[config.mk]
export PLATFORM = sky130hd
export DESIGN_NAME = video_compositor
export DESIGN_NICKNAME = d
export VERILOG_FILES = /design/src/rtl/video_pkg.sv /design/src/rtl/cursor_blinker_ctl.sv /design/src/rtl/video_compositor.sv
export SDC_FILE = /design/constraint.sdc
export NUM_CORES = 1
export LEC_CHECK = 0
export ABC_AREA = 1
export CORE_ASPECT_RATIO = 0.6
export CORE_MARGIN = 5
export CORE_UTILIZATION = 40
export CTS_CLUSTER_DIAMETER = 50
export DETAILED_ROUTE_END_ITERATION = 8
export DONT_BUFFER_PORTS = 1
export SYNTH_ARGS = -nofsm -noshare
export SYNTH_HDL_FRONTEND = slang
export SYNTH_SLANG_ARGS = --single-unit
[constraint.sdc]
create_clock -name clk -period 1.8 [get_ports clk]
set_input_delay 0.27 -clock clk [delete_from_list [all_inputs] [get_ports clk]]
set_output_delay 0.27 -clock clk [all_outputs]
set_load 0.005 [all_outputs]
[src/rtl/video_pkg.sv]
// Shared constants for the text-mode video compositor:
// cursor styles, pin levels and default geometry.
package video_pkg;

   localparam logic [1:0] CUR_OFF       = 2'b00;
   localparam logic [1:0] CUR_BLOCK     = 2'b01;
   localparam logic [1:0] CUR_UNDERLINE = 2'b10;

   localparam logic VIDEO_ON  = 1'b1;
   localparam logic video_off = ~VIDEO_ON;

   localparam int COLS   = 64;
   localparam int ROWS   = 16;
   localparam int CHAR_H = 16;

endpackage

[src/rtl/cursor_blinker_ctl.sv]
// Frame-tick detector and blink phase generator for the cursor.
// A cursor write restarts the blink period with the cursor visible.
module cursor_blinker_ctl #(
   parameter int BLINK_FRAMES = 16
) (
   input  logic clk,
   input  logic clr,
   input  logic vblank,
   input  logic restart,
   output logic blink_on
);

   localparam int CW = (BLINK_FRAMES > 1) ? $clog2(BLINK_FRAMES) : 1;
   localparam logic [CW-1:0] LAST = CW'(BLINK_FRAMES - 1);

   logic          vblank_d;
   logic [CW-1:0] count;
   logic          tick;

   assign tick = vblank & ~vblank_d;

   always_ff @(posedge clk) begin
      if (!clr) begin
         vblank_d <= 1'b0;
         count    <= '0;
         blink_on <= 1'b1;
      end else begin
         vblank_d <= vblank;
         if (restart) begin
            count    <= '0;
            blink_on <= 1'b1;
         end else if (tick) begin
            if (count == LAST) begin
               count    <= '0;
               blink_on <= ~blink_on;
            end else begin
               count <= count + 1'b1;
            end
         end
      end
   end

endmodule

[src/rtl/video_compositor.sv]
// Pixel compositor: cursor overlay, blink, reverse video and blanking,
// with hsync/vsync delayed to match the single output register.
module video_compositor #(
   parameter int   COL_BITS     = 6,
   parameter int   ROW_BITS     = 4,
   parameter int   COLS         = video_pkg::COLS,
   parameter int   ROWS         = video_pkg::ROWS,
   parameter int   CHAR_H       = video_pkg::CHAR_H,
   parameter int   UL_LINES     = 2,
   parameter int   BLINK_FRAMES = 16,
   parameter logic VIDEO_ON     = video_pkg::VIDEO_ON
) (
   input  logic                      clk,
   input  logic                      clr,
   input  logic                      px_en,
   input  logic                      hblank,
   input  logic                      vblank,
   input  logic                      hsync_in,
   input  logic                      vsync_in,
   input  logic                      char_pixel,
   input  logic [COL_BITS-1:0]       col,
   input  logic [ROW_BITS-1:0]       row,
   input  logic [$clog2(CHAR_H)-1:0] scanline,
   input  logic [COL_BITS-1:0]       new_cursor_x,
   input  logic [ROW_BITS-1:0]       new_cursor_y,
   input  logic                      new_cursor_wen,
   input  logic [1:0]                cursor_style,
   input  logic                      blink_en,
   input  logic                      reverse,
   output logic                      video,
   output logic                      hsync,
   output logic                      vsync,
   output logic [COL_BITS-1:0]       cursor_x,
   output logic [ROW_BITS-1:0]       cursor_y,
   output logic                      blink_on
);

   import video_pkg::*;

   localparam int SL_W = $clog2(CHAR_H);
   localparam logic [COL_BITS-1:0] X_MAX = COL_BITS'(COLS - 1);
   localparam logic [ROW_BITS-1:0] Y_MAX = ROW_BITS'(ROWS - 1);
   localparam logic [SL_W-1:0] UL_TOP = SL_W'(CHAR_H - UL_LINES);
   localparam logic PIX_OFF = ~VIDEO_ON;

   logic under;
   logic visible;
   logic mask;
   logic pixel;

   cursor_blinker_ctl #(
      .BLINK_FRAMES(BLINK_FRAMES)
   ) u_blink (
      .clk      (clk),
      .clr      (clr),
      .vblank   (vblank),
      .restart  (new_cursor_wen),
      .blink_on (blink_on)
   );

   always_ff @(posedge clk) begin
      if (!clr) begin
         cursor_x <= '0;
         cursor_y <= '0;
      end else if (new_cursor_wen) begin
         cursor_x <= (new_cursor_x > X_MAX) ? X_MAX : new_cursor_x;
         cursor_y <= (new_cursor_y > Y_MAX) ? Y_MAX : new_cursor_y;
      end
   end

   always_comb begin
      mask = 1'b0;
      case (cursor_style)
         CUR_OFF:       mask = 1'b0;
         CUR_UNDERLINE: mask = (scanline >= UL_TOP);
         default:       mask = 1'b1;
      endcase
   end

   assign under   = (col == cursor_x) & (row == cursor_y);
   assign visible = blink_en ? blink_on : 1'b1;
   assign pixel   = char_pixel ^ reverse ^ (under & visible & mask);

   always_ff @(posedge clk) begin
      if (!clr) begin
         video <= PIX_OFF;
         hsync <= 1'b0;
         vsync <= 1'b0;
      end else if (px_en) begin
         // blanking overrides reverse video
         video <= (hblank | vblank) ? PIX_OFF
                : (pixel ? VIDEO_ON : PIX_OFF);
         hsync <= hsync_in;
         vsync <= vsync_in;
      end
   end

endmodule

# Yosys cells after proc, flatten, opt, wreduce, memory -nomap -nowiden
# Cells that the tools add are included.
[word_totals]
reg_bits = 19
latchBits = 0
mem_bits_rw = 0
romBits = 0
input_bits = 37
out_inout_bits = 14
word_cells = 36
memories = 0
[op_classes]
add_sub_neg = 1
multipliers = 0
div_mod_pow = 0
magnitude_cmp = 3
eq_ne = 4
n_shift = 0
n_mux = 7
n_bitwise = 10
reduce_logical = 3
[op_table]
columns = ["op", "count"]
rows = [
  ["4-bit two-way mux", 2],
  ["6-bit == test", 1],
  ["6-bit greater-than comparator (second input constant)", 1],
  ["6-bit two-way mux", 1],
  ["4-bit by 1-bit adder with 4-bit output (second input constant)", 1],
  ["1-bit AND", 4],
  ["4-bit == test", 1],
  ["4-bit == test (second input constant)", 1],
  ["4-bit >= comparator (second input constant)", 1],
  ["4-bit greater-than comparator (second input constant)", 1],
  ["1-bit two-way mux", 3],
  ["1-bit inverter", 3],
  ["2-bit == test (second input constant)", 1],
  ["2-bit logical NOT", 1],
  ["1-bit one-hot mux with 2 select lines", 1],
  ["2-bit AND reduction", 1],
  ["2-bit OR reduction", 1],
  ["1-bit XOR", 2],
  ["1-bit OR", 1],
]

# Depth between registers and ports, before layout
[depth]
depth_word = 7
ltp_mapped = 11
mapped_depth_nobuf = 11

# Cells and area by module
# From an unflattened synthesis, not the netlist that was laid out.
[unflattened]
cells_unflattened = 154
area_unflattened_um2 = 989.7
[by_module_without_submodules]
columns = ["module", "instances", "cells_each", "area_per_inst_um2", "seq_area_each_um2"]
rows = [
  ["video_compositor", 1, 115, 700.7, 260.2],
  ["cursor_blinker_ctl", 1, 39, 289.0, 120.1],
]

# Least setup slack after synthesis
# OpenSTA, ideal clock, no wires.
[synth_timing]
path_kind = "register to register"
start = "register u_blink.count[0]"
end = "register u_blink.blink_on"
setup_ps = 123
arrival_ps = 945
required_time_ps = 1677
path_slack_ps = 732
stages_incl_launch_ff = 7
path_buffers = 0
period_less_slack_ps = 1068
path_cell_list = "dfxtp_1 > ha_1 > inv_1 > nor3_1 > nand2_1 > a21oi_1 > o21ai_0"
[synth_via]
elab_chain_len = 2
[synth_rtl]
columns = ["item", "line_no", "source"]
rows = [
  ["start, declared", "cursor_blinker_ctl.sv:17", "logic [CW-1:0] count;"],
  ["start signal, assigned", "cursor_blinker_ctl.sv:37", "count <= count + 1'b1;"],
  ["4-bit == test", "cursor_blinker_ctl.sv:33", "if (count == LAST) begin"],
  ["2-bit AND reduction (no line)", "--", ""],
  ["end signal, assigned", "cursor_blinker_ctl.sv:35", "blink_on <= ~blink_on;"],
  ["end, declared", "cursor_blinker_ctl.sv:10", "output logic blink_on"],
]
# Every way passes these cells.
# A chain may end at the register's enable or synchronous reset.

# Worst setup path after layout
[layout_timing]
start = "register cursor_y[1]"
end = "register video"
[layout_via]
elab_chain_len = 7
[layout_rtl]
columns = ["item", "line_no", "source"]
rows = [
  ["start, declared", "video_compositor.sv:34", "output logic [ROW_BITS-1:0] cursor_y,"],
  ["start signal, assigned", "video_compositor.sv:67", "cursor_y <= (new_cursor_y > Y_MAX) ? Y_MAX : new_cursor_y;"],
  ["4-bit == test", "video_compositor.sv:80", "assign under = (col == cursor_x) & (row == cursor_y);"],
  ["1-bit AND", "video_compositor.sv:80", ""],
  ["1-bit AND (2 in series)", "video_compositor.sv:82", "assign pixel = char_pixel ^ reverse ^ (under & visible & mask);"],
  ["1-bit XOR", "video_compositor.sv:82", ""],
  ["1-bit two-way mux", "video_compositor.sv:92", ": (pixel ? VIDEO_ON : PIX_OFF);"],
  ["1-bit two-way mux", "video_compositor.sv:91", "video <= (hblank | vblank) ? PIX_OFF"],
  ["end signal, assigned", "video_compositor.sv:91", ""],
  ["end, declared", "video_compositor.sv:30", "output logic video,"],
]
# Every way passes these cells.

==> metrics.log <==
INFO  metric wl_per_cell = 12.0 µm
INFO  metric initial_utilization = 43.0%
INFO  metric leakagePower = 0.498 nW
INFO  metric timing.critical_path.fanout_max = 3
INFO  metric placeable_core_region = 2230 µm²
INFO  metric cts.root.buffer_cell = sky130_fd_sc_hd__clkbuf_8
INFO  metric numCtsBuffers = 3
INFO  metric worst-slew-pin-transition = 0.487 ns
INFO  metric slew_violations = 0
INFO  metric arrival = 1.47 ns
INFO  metric fin_worst_hold_slack = 0.105 ns
INFO  metric synth_simple_gate_area_share = 29.2%
INFO  metric clock_pin_slew_worst_setup_and_hold_paths = 0.07 ns
INFO  metric cts_setup_buffers = 0
INFO  metric clkLatencyLatePin = 0.26 ns
INFO  metric cts_resized = 0
INFO  metric die_h = 47.9 µm
INFO  metric worst_path_required_time = 2.00 ns
INFO  metric drc = 0
INFO  metric largest_family_of_logic_cells_by_synthesized_area = simple AND/OR/NAND/NOR gates
INFO  metric run_status = finished clean
INFO  metric design.die.area = 3500 µm²
INFO  metric timing.final.hold_violations = 0
INFO  metric synth_seq_cells = 19
INFO  metric powerDensity = 832 nW/µm²
INFO  metric row_count = 13
INFO  metric drt_wl_total = 2170 µm
INFO  metric synth_warnings = 0
INFO  metric via_per_inst = 4.69
INFO  metric synth_cell_type_count = 17
INFO  metric gpl.final_weighted_congestion = 0.733
INFO  metric cts_tree = yes
INFO  metric grt.overflow.total = 0
INFO  metric maxSlewHeadroom = 67.5%
INFO  metric nNetsFinal = 190
INFO  metric post_route_cells_drive_above_1_share = 4.64%
INFO  metric n_antenna_cell = 0
INFO  metric antenna_left = 0
INFO  metric tritoncts_num_sinks = 19
INFO  metric synth_adder_area_share = 1.31%
INFO  metric global_route_wire_length_before_repair = 3420 µm
INFO  metric synth_sequential_area_ratio = 39.7%
INFO  metric detailroute.via_count = 848
INFO  metric fmax = 787 MHz
INFO  metric syn_area = 957 µm²
INFO  metric worst_setup_path_end_kind = flop
INFO  metric ctsHoldBuffers = 0
INFO  metric crit_path_start_kind = flop
INFO  metric clock_tree_buffer_depth = 2
INFO  metric synth.area.mux_share = 0%
INFO  metric first_iter_violations = 41
INFO  metric detail_route.first_pass.iterations = 4
INFO  metric grt_start_max_net_pins = 19
INFO  metric synthToLayoutAreaGrowth = 7.71%
INFO  metric reg2reg_setup_slack = 0.53 ns
INFO  metric global_route.usage.total = 13.2%
INFO  metric antenna_found_initial = 0
INFO  metric hp-class = primary input to flop
INFO  metric max_cap_violations = 0
INFO  metric rsz0062_at_grt = false
INFO  metric synthesis.nets = 187
INFO  metric post-route-period-util = 70.5%
INFO  metric cts.htree.levels = 1
INFO  metric port_buffers = 0
INFO  metric io_pins = 51
INFO  metric synth-compound-area-share = 14.8%
INFO  metric fin_crit = 1.27 ns
INFO  metric timing.setup.tns = 0 ns
INFO  metric die_w = 73.2 µm
INFO  metric synth_area_per_cell = 6.42 µm²
INFO  metric finalSetupViolations = 0
INFO  metric max-vdd-ir-drop = 400 µV
INFO  metric fin_skew = 0.00310 ns
INFO  metric synth_xor_area_share = 2.75%
INFO  metric place.detailed.hpwl = 1770 µm
INFO  metric timing.setup.critical_path_class = flop to flop
INFO  metric first_global_vias = 811
INFO  metric synthCells = 149
Yosys cell counts, drive strengths merged:
cell type / number / area share (%)
nand4: 1 / 0.65
o21ai: 15 / 7.8
nand2: 40 / 16
nor3: 4 / 2.1
nand3: 3 / 1.6
xnor2: 3 / 2.7
a21oi: 11 / 6.1
dfxtp: 19 / 40
ha: 1 / 1.3
a211oi: 1 / 0.78
buf: 2 / 0.91
nor2: 20 / 9.1
inv: 29 / 11
area by class of cell:
| cell class | count | area [µm²] |
|---|---|---|
| inverter | 29 | 109 |
| tap | 30 | 37.5 |
| clock buffer | 4 | 45.0 |
| fill | 241 | 1200 |
| multi-input combinational | 99 | 459 |
| sequential | 19 | 380 |
metal layers:
metal | GRT usage, % | up-vias | share of wire, %
met4 | 3.31 | 0 | 0.78
met3 | 6.92 | 2 | 11
met5 | 0 | - | 0
li1 | - | 460 | -
met1 | 15.9 | 357 | 47
met2 | 21.1 | 29 | 42
flip-flops by register name (all words and copies together), names as in the netlist:
signal            cells
u_blink.count         4
video                 1
cursor_y              4
u_blink.blink_on      1
u_blink.vblank_d      1
vsync                 1
hsync                 1
cursor_x              6
critical path, cell delays in order (launching register included):
cell	delay [ns]
sky130_fd_sc_hd__dfxtp_1	0.37
sky130_fd_sc_hd__inv_1	0.07
sky130_fd_sc_hd__nand2_1	0.06
sky130_fd_sc_hd__nand2_1	0.06
sky130_fd_sc_hd__nor2_1	0.12
sky130_fd_sc_hd__nand2_1	0.10
sky130_fd_sc_hd__nor2_2	0.11
sky130_fd_sc_hd__nand3_1	0.08
sky130_fd_sc_hd__nand2_1	0.08
sky130_fd_sc_hd__nand2_1	0.06
sky130_fd_sc_hd__a21oi_2	0.11
power breakdown:
| part | switching, W | internal [W] |
|---|---|---|
| logic | 0.0000568 | 0.0000379 |
| registers | 0.0000220 | 0.000443 |
| clock network | 0.000140 | 0.000158 |
placed cells by master, fill, tap and decap left out:
cell	n
sky130_fd_sc_hd__inv_1	29
sky130_fd_sc_hd__a21oi_2	1
sky130_fd_sc_hd__clkbuf_8	3
sky130_fd_sc_hd__nand2_1	40
sky130_fd_sc_hd__a211oi_1	1
sky130_fd_sc_hd__nor2_2	2
sky130_fd_sc_hd__nor2_4	1
sky130_fd_sc_hd__dfxtp_1	19
sky130_fd_sc_hd__nand4_1	1
sky130_fd_sc_hd__xnor2_1	3
sky130_fd_sc_hd__nand3_1	3
sky130_fd_sc_hd__nor2_1	17
sky130_fd_sc_hd__clkbuf_1	1
sky130_fd_sc_hd__a21oi_1	10
sky130_fd_sc_hd__nor3_1	4
sky130_fd_sc_hd__ha_1	1
sky130_fd_sc_hd__o21ai_0	15
per-stage QoR:
| stage | instances | cell area (µm²) | utilization, % | setup slack [ns] | power (W) |
|---|---|---|---|---|---|
| floorplan | 149 | 957 | - | 0.732 | 0.000551 |
| global placement | 177 | 986 | 44.2 | 0.607 | 0.000565 |
| CTS | 181 | 1030 | 46.3 | 0.522 | 0.000871 |
| detailed placement | 177 | 986 | 44.2 | 0.541 | 0.000571 |
| global route | 181 | 1030 | 46.3 | 0.347 | 0.000907 |
| finish | 181 | 1030 | 46.3 | 0.530 | 0.000858 |
kinds of logic (layout without fill, tap and decap cells):
group,after synthesis,in the layout
xor gates and xnor gates,3,3
DFF,19,19
buffers and inverters,31,33
adders and majority gates,1,1
and+or+nand+nor,68,68
AOI/OAI and AO/OA,27,27
path summary, 6_finish.rpt:
kind                    start                to  cells after the start
max               cursor_y[1]             video                     10
min                    vblank  u_blink.vblank_d                      2
max reg2reg       cursor_y[1]             video                     10
min reg2reg  u_blink.count[3]  u_blink.count[3]                      2
Power figures use the tool's default switching activity.
